<file path="src/rtl/multi_drop_fifo_bus.sv">
// multi_drop_fifo_bus: one shared source bus fanned out to NUM_DROPS independent
// first-word-fall-through FIFOs. Handles unicast/broadcast selects, all-or-nothing
// broadcast back-pressure, and illegal-select detection with a saturating counter.

// Per-drop FWFT FIFO. The caller never pushes when full.
module mdfb_drop_fifo #(
  parameter int DATA_W = 8,
  parameter int DEPTH  = 4
) (
  input  logic              clk,
  input  logic              rst,
  input  logic              push_i,
  input  logic              pop_i,
  input  logic [DATA_W-1:0] wdata_i,
  output logic [DATA_W-1:0] data_o,
  output logic              valid_o,
  output logic              full_o
);
  localparam int PW = $clog2(DEPTH);
  localparam int CW = $clog2(DEPTH + 1);

  logic [DATA_W-1:0] mem_q [DEPTH];
  logic [PW-1:0]     wr_ptr_q, wr_ptr_d, rd_ptr_q, rd_ptr_d;
  logic [CW-1:0]     cnt_q, cnt_d;
  logic              do_pop;

  assign valid_o = (cnt_q != '0);
  assign full_o  = (cnt_q == CW'(DEPTH));
  assign do_pop  = pop_i && valid_o;
  // Head is gated to zero when empty so stale storage never leaks out.
  assign data_o  = valid_o ? mem_q[rd_ptr_q] : '0;

  // Next-state pointers and occupancy; pointers wrap naturally (DEPTH is 2^n).
  always_comb begin
    wr_ptr_d = wr_ptr_q;
    rd_ptr_d = rd_ptr_q;
    cnt_d    = cnt_q;
    if (push_i) wr_ptr_d = wr_ptr_q + 1'b1;
    if (do_pop) rd_ptr_d = rd_ptr_q + 1'b1;
    case ({push_i, do_pop})
      2'b10:   cnt_d = cnt_q + 1'b1;
      2'b01:   cnt_d = cnt_q - 1'b1;
      default: cnt_d = cnt_q;
    endcase
  end

  // Storage write; deliberately not reset.
  always_ff @(posedge clk) begin
    if (push_i) mem_q[wr_ptr_q] <= wdata_i;
  end

  // Pointer and count registers.
  always_ff @(posedge clk or posedge rst) begin
    if (rst) begin
      wr_ptr_q <= '0;
      rd_ptr_q <= '0;
      cnt_q    <= '0;
    end else begin
      wr_ptr_q <= wr_ptr_d;
      rd_ptr_q <= rd_ptr_d;
      cnt_q    <= cnt_d;
    end
  end
endmodule

module multi_drop_fifo_bus #(
  parameter int DATA_W    = 8,
  parameter int NUM_DROPS = 3,
  parameter int DEPTH     = 4,
  parameter bit BCAST_EN  = 1'b1
) (
  input  logic                        clk,
  input  logic                        rst,
  input  logic [DATA_W-1:0]           bus_data,
  input  logic                        bus_valid,
  input  logic [NUM_DROPS-1:0]        bus_sel,
  input  logic                        bus_bcast,
  output logic                        bus_ready,
  output logic [NUM_DROPS*DATA_W-1:0] drop_data,
  output logic [NUM_DROPS-1:0]        drop_valid,
  input  logic [NUM_DROPS-1:0]        drop_ready,
  output logic [NUM_DROPS-1:0]        drop_full,
  output logic                        sel_err,
  output logic [7:0]                  err_cnt
);
  logic                 sel_onehot, legal;
  logic [NUM_DROPS-1:0] tgt, push;
  logic                 sel_err_d, sel_err_q;
  logic [7:0]           err_cnt_d, err_cnt_q;

  assign sel_onehot = (bus_sel != '0) && ((bus_sel & (bus_sel - 1'b1)) == '0);
  assign legal      = bus_bcast ? BCAST_EN : sel_onehot;
  assign tgt        = bus_bcast ? '1 : bus_sel;
  // Ready never looks at bus_valid and never counts on a same-cycle pop; a
  // broadcast waits until every drop has room.
  assign bus_ready  = legal && ((tgt & drop_full) == '0);
  assign push       = (bus_valid && bus_ready) ? tgt : '0;

  mdfb_drop_fifo #(.DATA_W(DATA_W), .DEPTH(DEPTH)) u_drop [NUM_DROPS-1:0] (
    .clk     (clk),
    .rst     (rst),
    .push_i  (push),
    .pop_i   (drop_ready),
    .wdata_i (bus_data),
    .data_o  (drop_data),
    .valid_o (drop_valid),
    .full_o  (drop_full)
  );

  // Error detection: only an offered transfer with a bad select counts.
  always_comb begin
    sel_err_d = bus_valid && !legal;
    err_cnt_d = err_cnt_q;
    if (sel_err_d && (err_cnt_q != 8'hFF)) err_cnt_d = err_cnt_q + 8'd1;
  end

  // Registered error pulse and saturating counter.
  always_ff @(posedge clk or posedge rst) begin
    if (rst) begin
      sel_err_q <= 1'b0;
      err_cnt_q <= '0;
    end else begin
      sel_err_q <= sel_err_d;
      err_cnt_q <= err_cnt_d;
    end
  end

  assign sel_err = sel_err_q;
  assign err_cnt = err_cnt_q;

  // A stalled offer must keep its payload and select until accepted or withdrawn.
  a_src_stable: assert property (@(posedge clk) disable iff (rst)
    (bus_valid && !bus_ready) |=> (!bus_valid || $stable({bus_data, bus_sel, bus_bcast})));
endmodule

</file>
<file path="config.mk">
export PLATFORM = sky130hd
export DESIGN_NAME = multi_drop_fifo_bus
export DESIGN_NICKNAME = d
export VERILOG_FILES = /design/src/rtl/multi_drop_fifo_bus.sv
export SDC_FILE = /design/constraint.sdc
export NUM_CORES = 1
export LEC_CHECK = 0
export CAP_MARGIN = 20
export CORE_MARGIN = 1
export CORE_UTILIZATION = 25
export CTS_CLUSTER_DIAMETER = 150
export DETAILED_ROUTE_END_ITERATION = 16
export PLACE_DENSITY = 0.38
export SLEW_MARGIN = 20
export SYNTH_ARGS = -nofsm -noshare
export SYNTH_HDL_FRONTEND = slang
export SYNTH_SLANG_ARGS = --single-unit
</file>
<file path="constraint.sdc">
create_clock -name clk -period 3.5 [get_ports clk]
set_clock_uncertainty 0.2 [all_clocks]
set_input_delay 1.05 -clock clk [delete_from_list [all_inputs] [get_ports clk]]
set_output_delay 1.05 -clock clk [all_outputs]
set_load 0.03 [all_outputs]
</file>
==> results of run 1 <==
## cell type report
type / count / area (um2) / share of cell area
clock inverters: 15 / 148 / 0.0208
repair buffers: 81 / 781 / 0.110
well taps: 275 / 344 / 0.0484
clock buffers: 17 / 425 / 0.0598
flip-flops and latches: 126 / 3630 / 0.511
multi-input cells: 159 / 1700 / 0.239
inverters: 22 / 82.6 / 0.0116
## what timing repair did
item | 4_1_cts | 5_1_grt
hold buffers | 0 | 0
setup endpoints to repair | 25 | 2
gates resized for setup | 35 | 6
setup buffers | 0 | 0
pin swaps | 2 | 2
## power groups by stage
stage                     logic [mW]  clock network [mW]  registers (mW)
after global placement          2.61                   0            2.20
final                           2.44                1.69            2.17
after global routing            2.67                1.80            2.21
after floorplan                 1.70                   0            2.12
after detailed placement        2.63                   0            2.20
after CTS                       2.51                1.73            2.18
## worst paths after layout
check                                   startpoint                    end  depth (start not counted)
worst min register to register  u_drop[0].cnt_q[2]     u_drop[0].cnt_q[2]                          1
min in group asynchronous                      rst             err_cnt[3]                          3
worst min-delay path            u_drop[0].cnt_q[2]     u_drop[0].cnt_q[2]                          1
worst max-delay path                     bus_bcast              bus_ready                          5
max in group asynchronous                      rst  u_drop[2].rd_ptr_q[1]                          3
worst max register to register  u_drop[1].cnt_q[0]     u_drop[1].cnt_q[2]                         11
## cells by family after synthesis
group | count (synthesis) | share of synthesized area
flip-flops | 126 | 0.665
AND/OR/NAND/NOR | 78 | 0.0935
buffers and inverters | 37 | 0.0302
multiplexers | 32 | 0.117
XOR/XNOR | 24 | 0.0385
adder cells (fa/ha/maj) | 19 | 0.0476
AO/OA/AOI/OAI | 6 | 0.00802
## flip-flops by register name (all words and copies together) (netlist names)
register,count
u_drop.cnt_q,9
u_drop.wr_ptr_q,6
u_drop.mem_q,96
err_cnt,8
u_drop.rd_ptr_q,6
sel_err,1
## critical path, stage by stage
cell and delay, ps:
dlygate4sd2_1 260, or2_4 260, a22o_4 260, nor3b_2 180, buf_4 190
## cells in the final DEF, fill, tap and decap left out, drive strengths merged, types with 4 or more instances in the layout
cell type	synthesis	layout
edfxtp	96	96
and2	39	39
dfrtp	30	30
clkdlybuf4s50	0	28
buf	9	25
mux4	24	24
dlygate4sd2	0	24
inv	22	23
clkbuf	6	20
ha	16	16
xor2	14	14
xnor2	10	10
nand2	8	8
clkinv	0	7
mux2	6	6
nand3	5	5
nor2	5	5
nor3	5	5
clkinvlp	0	5
nor3b	4	4
## per-layer routing
| metal | vias up | global-route usage | routed length (um) |
|---|---|---|---|
| met5 | - | 0 | 0 |
| met4 | 0 | 0.0424 | 166 |
| met3 | 15 | 0.0366 | 440 |
| met2 | 56 | 0.168 | 5200 |
| met1 | 1454 | 0.136 | 5120 |
| li1 | 1350 | - | - |
==> results.sh, run 1 <==
export IMPL_outcome="complete, no violations"
export IMPL_synth_top_area_cell="edfxtp_1"
export IMPL_track_usage=0.107
export IMPL_hold_class="flip-flop to flip-flop"
export IMPL_vias_per_cell=4.14
export IMPL_synth_async_sr_flop_share=0.238
export IMPL_htree_num_levels=4
export IMPL_die_area_um2=22400
export IMPL_drive_above_1_share=0.257
export IMPL_finalMaxSlewViolations=0
export IMPL_postPlaceCellArea_um2=6550
export IMPL_num_antenna_cells=0
export IMPL_final_area_um2=7110
export IMPL_dp_cells=663
export IMPL_fin_util=0.335
export IMPL_ys_ff_latch=126
export IMPL_p_comb_frac=0.388
export IMPL_syn_inst=322
export IMPL_finalWorstSetupSlack_ps=52.6
export IMPL_synthFlopType="edfxtp_1"
export IMPL_synth_edf_count=96
export IMPL_cts_buffers=17
export IMPL_p_total_mw=6.30
export IMPL_synth_area_leaders="edfxtp_1, dfrtp_1, mux4_2"
export IMPL_peakVddDrop_v=0.000349
export IMPL_clock_power_share=0.268
export IMPL_fin_tns_setup_ps=0
export IMPL_fin_crit_sh=0.985
export IMPL_p_int_mw=4.10
export IMPL_vias=2875
export IMPL_max_cap_violations=0
export IMPL_row_count=53
export IMPL_hold_viol_final=0
export IMPL_critical_path_class="primary input to output port"
export IMPL_arrival_ps=2200
export IMPL_drt_initial_drc_count=121
export IMPL_root_buffer="clkbuf_16"
export IMPL_yosys_warnings=0
export IMPL_critPathMaxFanout=3
export IMPL_die_h_um=150
export IMPL_final_nets=444
export IMPL_cts_tree="yes"
export IMPL_fmax_mhz=290
export IMPL_start_kind="primary input"
export IMPL_r2r_setup_slack_ps=890
export IMPL_port_buffers=57
export IMPL_die_w_um=150
export IMPL_setup_violations=0
export IMPL_grt_pass1_wl_um=17400
export IMPL_syn_to_final_growth_pct=30.2
export IMPL_clk_latency_ps=410
export IMPL_dr_pass1_iters=4
export IMPL_fin_cells=695
export IMPL_synth_distinct_cells=33
export IMPL_grt_ovfl_total=0
export IMPL_antenna_found_initial=0
export IMPL_seq_power_share=0.345
export IMPL_gp_congestion=0.692
export IMPL_first_global_vias=3093
export IMPL_swShare=0.350
export IMPL_avgSynthCellArea_um2=17.0
export IMPL_synth_top_area_share=0.528
export IMPL_whs_ps=279
export IMPL_power_switching_mw=2.20
export IMPL_initial_core_util=0.257
export IMPL_cts_sinks=126
export IMPL_synth_most_common_cell="edfxtp_1"
export IMPL_routed_wl_um=10900
export IMPL_clockBufferDepth=2
export IMPL_grt_max_degree=31
export IMPL_rsz0062_at_grt="false"
export IMPL_end_kind="output port"
export IMPL_power_density_nw_per_um2=886
export IMPL_ios=58
export IMPL_antenna_left=0
export IMPL_clkTransAtPathRegs_ps=60
export IMPL_core_um2=21200
export IMPL_slew_headroom=0.524
export IMPL_required_ps=2250
export IMPL_pre_cts_slack_ps=-257
export IMPL_yosysSeqAreaShare=0.665
export IMPL_leakage_nw=2.66
export IMPL_worstMarginPinSlew_ps=713
export IMPL_synth_common_cells="edfxtp_1, and2_1, dfrtp_1"
export IMPL_nFillCells=2065
export IMPL_syn_area_um2=5460
export IMPL_synth_nets=359
export IMPL_place_hpwl_um=7400
export IMPL_routedWlPerCell_um=15.7
export IMPL_drcViolationCount=0
export IMPL_finalCriticalPeriod_ps=3450
No activity file was read; power rests on OpenSTA's default activity.
==> inputs of run 2 (changes only) <==
==> constraint.sdc (replaced) <==
create_clock -name clk -period 3.5 [get_ports clk]
set_clock_uncertainty 0.2 [all_clocks]
set_input_delay 1.05 -clock clk [delete_from_list [all_inputs] [get_ports clk]]
set_output_delay 1.05 -clock clk [all_outputs]
set_load 0.05 [all_outputs]
==> run 2 against run 1 <==
Via count shrank 0.80%. Hold slack lost 5.2 ps. Non-clock buffer count grew 6. Die area is the same. Critical path depth is the same. Sequential power is essentially flat.
==> results.sh, run 2 (synthesis gave the netlist of run 1 again) <==
export IMPL_die_h_um=150
export IMPL_grt_max_degree=31
export IMPL_clk_latency_ps=410
export IMPL_hold_class="flip-flop to flip-flop"
export IMPL_nFillCells=2086
export IMPL_dr_pass1_iters=4
export IMPL_grt_pass1_wl_um=17600
export IMPL_row_count=53
export IMPL_crit_end="bus_ready"
export IMPL_worst_r2r_cell_count=12
export IMPL_routedWlPerCell_um=15.7
export IMPL_antenna_found_initial=0
export IMPL_final_common_cell="edfxtp_1"
export IMPL_rsz0062_at_grt="false"
export IMPL_drcViolationCount=0
export IMPL_worstReg2RegEnd="u_drop[2].cnt_q[2]"
export IMPL_drt_initial_drc_count=117
export IMPL_worstMarginPinSlew_ps=691
export IMPL_antenna_left=0
export IMPL_cp_slowest_cell="or3b_4"
export IMPL_hold_viol_final=0
export IMPL_place_hpwl_um=7630
export IMPL_max_stage_delay_ps=400
export IMPL_r2r_setup_slack_ps=920
export IMPL_p_total_mw=6.80
export IMPL_power_density_nw_per_um2=951
export IMPL_clkTransAtPathRegs_ps=60
export IMPL_first_global_vias=3085
export IMPL_fmax_mhz=290
export IMPL_core_um2=21200
export IMPL_track_usage=0.110
export IMPL_cts_buffers=17
export IMPL_dp_cells=668
export IMPL_required_ps=2250
export IMPL_clockBufferDepth=2
export IMPL_vias_per_cell=4.07
export IMPL_drive_above_1_share=0.317
export IMPL_cts_sinks=126
export IMPL_die_area_um2=22400
export IMPL_fin_crit_sh=0.986
export IMPL_htree_num_levels=4
export IMPL_finalMaxSlewViolations=0
export IMPL_max_cap_violations=0
export IMPL_port_buffers=57
export IMPL_num_antenna_cells=0
export IMPL_vias=2852
export IMPL_postPlaceCellArea_um2=6550
export IMPL_arrival_ps=2200
export IMPL_finalCriticalPeriod_ps=3450
export IMPL_setup_violations=0
export IMPL_r2r_start="u_drop[0].cnt_q[0]"
export IMPL_largest_reg_flops=96
export IMPL_ios=58
export IMPL_final_area_um2=7150
export IMPL_routed_wl_um=11000
export IMPL_fin_cells=701
export IMPL_outcome="complete, no violations"
export IMPL_leakage_nw=2.71
export IMPL_grt_ovfl_total=0
export IMPL_critical_path_class="primary input to output port"
export IMPL_critPathMaxFanout=3
export IMPL_whs_ps=274
export IMPL_peakVddDrop_v=0.000335
export IMPL_start_kind="primary input"
export IMPL_largest_register="u_drop.mem_q"
export IMPL_die_w_um=150
export IMPL_initial_core_util=0.257
export IMPL_cts_tree="yes"
export IMPL_worstPathCellList="clkdlybuf4s15_1, or3b_4, o211a_4, nor3b_4, buf_12"
export IMPL_gp_congestion=0.693
export IMPL_finalWorstSetupSlack_ps=48.7
export IMPL_root_buffer="clkbuf_16"
export IMPL_pre_cts_slack_ps=-314
export IMPL_end_kind="output port"
export IMPL_syn_to_final_growth_pct=30.8
export IMPL_final_nets=450
export IMPL_mostFrequentLayoutCells="edfxtp_1, buf_4, and2_1"
export IMPL_crit_start="bus_sel[2]"
export IMPL_slew_headroom=0.539
run 2: worst min path at each step:
stage | startpoint | to | slack (ps) | cells past startpoint
after floorplan | u_drop[0].cnt_q[2] | u_drop[0].cnt_q[2] | 250 | 1
after global placement | u_drop[1].cnt_q[2] | u_drop[1].cnt_q[2] | 270 | 1
after detailed placement | u_drop[1].cnt_q[2] | u_drop[1].cnt_q[2] | 270 | 1
after CTS | u_drop[2].cnt_q[2] | u_drop[2].cnt_q[2] | 280 | 1
after global routing | u_drop[2].cnt_q[2] | u_drop[2].cnt_q[2] | 290 | 1
final | u_drop[2].cnt_q[2] | u_drop[2].cnt_q[2] | 270 | 1
run 2: worst max-delay path: cells and delay by family:
| kind | cells | cell delay, ps |
|---|---|---|
| AND/OR/NAND/NOR | 2 | 620 |
| AO/OA/AOI/OAI | 1 | 160 |
| buffers and inverters | 2 | 360 |
run 2: power by group:
part           switching, mW  internal [mW]  total [mW]  leakage (nW)
Sequential             0.252           1.91        2.16          1.23
Clock                  0.641           1.05        1.69         0.270
Combinational           1.73           1.21        2.94          1.21
Total                   2.62           4.17        6.80          2.71
run 2: what timing repair did:
| item | 4_1_cts | 5_1_grt |
|---|---|---|
| setup endpoints to repair | 1 | 4 |
| buffers inserted | 1 | 0 |
| hold buffers | 0 | 0 |
| gates resized for setup | 10 | 7 |
| pin swaps | 3 | 2 |
run 2: layout make-up:
| class | instances | area, um2 | share of cell area |
|---|---|---|---|
| Sequential cell | 126 | 3630 | 0.508 |
| Timing Repair Buffer | 87 | 815 | 0.114 |
| Inverter | 22 | 82.6 | 0.0116 |
| Tap cell | 275 | 344 | 0.0482 |
| Clock buffer | 18 | 429 | 0.0601 |
| Multi-Input combinational cell | 159 | 1700 | 0.238 |
| Clock inverter | 14 | 144 | 0.0201 |
run 2: metal layers:
layer  vias up  GRT usage  part of all wire
met2        50      0.165              0.46
li1       1360          -                 -
met3        14     0.0302             0.032
met5         -          0                 0
met4         0     0.0485             0.016
met1      1428      0.147              0.49
run 2: through the flow:
stage | utilization | setup TNS (ps)
3_3_place_gp | 0.308 | -6840
4_1_cts | 0.337 | 0
5_1_grt | 0.337 | 0
2_1_floorplan | - | 0
3_5_place_dp | 0.308 | -12400
6_report | 0.337 | 0
==> inputs of run 3 (changes only) <==
--- a/config.mk
+++ b/config.mk
@@ -5,13 +5,13 @@
 export SDC_FILE = /design/constraint.sdc
 export NUM_CORES = 1
 export LEC_CHECK = 0
+export ABC_AREA = 1
 export CAP_MARGIN = 20
 export CORE_MARGIN = 1
 export CORE_UTILIZATION = 25
 export CTS_CLUSTER_DIAMETER = 150
 export DETAILED_ROUTE_END_ITERATION = 16
 export PLACE_DENSITY = 0.38
-export SLEW_MARGIN = 20
 export SYNTH_ARGS = -nofsm -noshare
 export SYNTH_HDL_FRONTEND = slang
 export SYNTH_SLANG_ARGS = --single-unit
==> run 3 against run 2 <==
Via count grew 31%. Sequential share of layout area shrank 0.88 points. Global-route usage grew 1.1 points. Clock power grew 9%. Maximum frequency grew 4.1%. Wire length grew 19%. Combinational power grew 8.2%. Cell count grew 28%. Setup slack gained 140 ps.
==> results.sh, run 3 <==
export IMPL_final_nets=639
export IMPL_drcViolationCount=0
export IMPL_core_um2=22100
export IMPL_drive_above_1_share=0.169
export IMPL_synth_edf_count=96
export IMPL_fin_crit_sh=0.947
export IMPL_avgSynthCellArea_um2=10.9
export IMPL_vias=3750
export IMPL_die_h_um=153
export IMPL_hold_class="flip-flop to flip-flop"
export IMPL_hold_viol_final=0
export IMPL_fmax_mhz=302
export IMPL_synth_common_cells="nor2_1, edfxtp_1, o21ai_0"
export IMPL_cts_buffers=17
export IMPL_finalCriticalPeriod_ps=3310
export IMPL_worstPathCellList="inv_2, o21ai_0, a21oi_1, buf_4"
export IMPL_synth_top_area_share=0.506
export IMPL_synth_area_leaders="edfxtp_1, dfrtp_1, nor2_1"
export IMPL_track_usage=0.120
export IMPL_synth_nets=559
export IMPL_required_ps=2250
export IMPL_die_w_um=153
export IMPL_outcome="complete, no violations"
export IMPL_p_total_mw=7.18
export IMPL_drt_initial_drc_count=224
export IMPL_num_antenna_cells=0
export IMPL_cts_hold_buf=0
export IMPL_nFillCells=2227
export IMPL_cts_sinks=126
export IMPL_port_buffers=57
export IMPL_clockBufferDepth=2
export IMPL_antenna_left=0
export IMPL_ys_ff_latch=126
export IMPL_clkTransAtPathRegs_ps=60
export IMPL_routed_wl_um=13100
export IMPL_antenna_found_initial=0
export IMPL_routedWlPerCell_um=14.6
export IMPL_largest_reg_flops=96
export IMPL_first_global_vias=3916
export IMPL_syn_area_um2=5690
export IMPL_synth_async_sr_flop_share=0.238
export IMPL_synth_most_common_cell="nor2_1"
export IMPL_critPathMaxFanout=17
export IMPL_max_cap_violations=0
export IMPL_dr_pass1_iters=4
export IMPL_die_area_um2=23400
export IMPL_largest_register="u_drop.mem_q"
export IMPL_end_kind="output port"
export IMPL_syn_to_final_growth_pct=27.7
export IMPL_synthFlopType="edfxtp_1"
export IMPL_cp_slowest_cell="dfrtp_1"
export IMPL_grt_ovfl_total=0
export IMPL_vias_per_cell=4.19
export IMPL_grt_max_degree=31
export IMPL_start_kind="flip-flop"
export IMPL_max_stage_delay_ps=730
export IMPL_critical_path_class="flip-flop to output port"
export IMPL_clk_latency_ps=420
export IMPL_yosysSeqAreaShare=0.638
export IMPL_initial_core_util=0.258
export IMPL_gp_congestion=0.753
export IMPL_slew_headroom=0.538
export IMPL_place_hpwl_um=9020
export IMPL_rsz0062_at_grt="false"
export IMPL_fin_tns_setup_ps=0
export IMPL_peakVddDrop_v=0.000505
export IMPL_arrival_ps=2060
export IMPL_setup_violations=0
export IMPL_yosys_warnings=0
export IMPL_power_density_nw_per_um2=988
export IMPL_mostFrequentLayoutCells="nor2_1, edfxtp_1, o21ai_0"
export IMPL_syn_inst=522
export IMPL_grt_pass1_wl_um=21200
export IMPL_cts_tree="yes"
export IMPL_row_count=54
export IMPL_root_buffer="clkbuf_16"
export IMPL_ios=58
export IMPL_finalMaxSlewViolations=0
export IMPL_synth_top_area_cell="edfxtp_1"
export IMPL_synth_distinct_cells=28
export IMPL_worstMarginPinSlew_ps=691
export IMPL_htree_num_levels=4
export IMPL_final_common_cell="nor2_1"
export IMPL_leakage_nw=2.94
[run 3: cell count changes after synthesis, moves of 7 or more]
| cell | before | now |
|---|---|---|
| nand2_1 | 8 | 45 |
| buf_2 | 3 | 10 |
| and2_1 | 31 | 0 |
| o21ai_0 | 3 | 55 |
| a21oi_1 | 0 | 27 |
| mux4_2 | 24 | 0 |
| and2_2 | 8 | 0 |
| inv_1 | 22 | 50 |
| nor2_1 | 5 | 125 |
[run 3: logic make-up after synthesis]
family | Yosys count | synth area share
and+or+nand+nor | 199 | 0.156
DFF | 126 | 0.638
AOI/OAI and AO/OA | 86 | 0.0782
buffers and inverters | 76 | 0.0576
adders and majority gates | 19 | 0.0457
xor gates and xnor gates | 16 | 0.0246
[run 3: repair_timing]
item,4_1_cts,5_1_grt
setup endpoints to repair,0,1
gates resized for setup,0,7
buffers inserted,0,0
[run 3: final timing paths]
check | end | from | slack (ps) | cells after the start
setup reg to reg | u_drop[2].cnt_q[2] | u_drop[1].cnt_q[0] | 1090 | 11
setup / recovery | drop_data[3] | u_drop[0].rd_ptr_q[0] | 190 | 4
hold reg to reg | u_drop[0].cnt_q[0] | u_drop[0].cnt_q[0] | 300 | 1
hold / removal | u_drop[0].cnt_q[0] | u_drop[0].cnt_q[0] | 300 | 1
min in group asynchronous | err_cnt[2] | rst | 830 | 3
max in group asynchronous | u_drop[1].wr_ptr_q[1] | rst | 1960 | 3
[run 3: cell type report]
cell class / count / area (um2) / share of cell area
well taps: 280 / 350 / 0.0482
flip-flops and latches: 126 / 3630 / 0.500
clock buffers: 17 / 425 / 0.0585
multi-input cells: 320 / 1750 / 0.240
clock inverters: 15 / 195 / 0.0268
repair buffers: 81 / 711 / 0.0977
inverters: 56 / 210 / 0.0289
[run 3: report_power, final]
group / switching, mW / internal (mW)
Combinational: 2.18 / 0.997
Clock: 0.660 / 1.19
Sequential: 0.264 / 1.89
Total: 3.10 / 4.08
[run 3: per-stage QoR]
| stage | utilization | area, um2 | setup WS (ps) | hold WS [ps] | std cells |
|---|---|---|---|---|---|
| 2_1_floorplan | - | 5690 | 348 | 268 | 522 |
| 6_report | 0.329 | 7270 | 186 | 297 | 895 |
| 3_3_place_gp | 0.300 | 6630 | 50.2 | 290 | 863 |
| 5_1_grt | 0.329 | 7270 | 31.7 | 330 | 895 |
| 4_1_cts | 0.328 | 7250 | 8.58 | 303 | 895 |
| 3_5_place_dp | 0.300 | 6630 | 22.9 | 289 | 863 |
[run 3: layer usage]
metal  up-vias  track usage  wire, um
met5         -            0         0
met4         0       0.0404       161
met3        15       0.0366       482
met2        56        0.189      5940
met1      1782        0.157      6480
li1       1897            -         -
[run 3: worst max-delay path, delay by kind of cell (launching register included)]
kind	cells	cell delay, ps
AO/OA/AOI/OAI	2	440
flip-flops	1	730
buffers and inverters	2	480
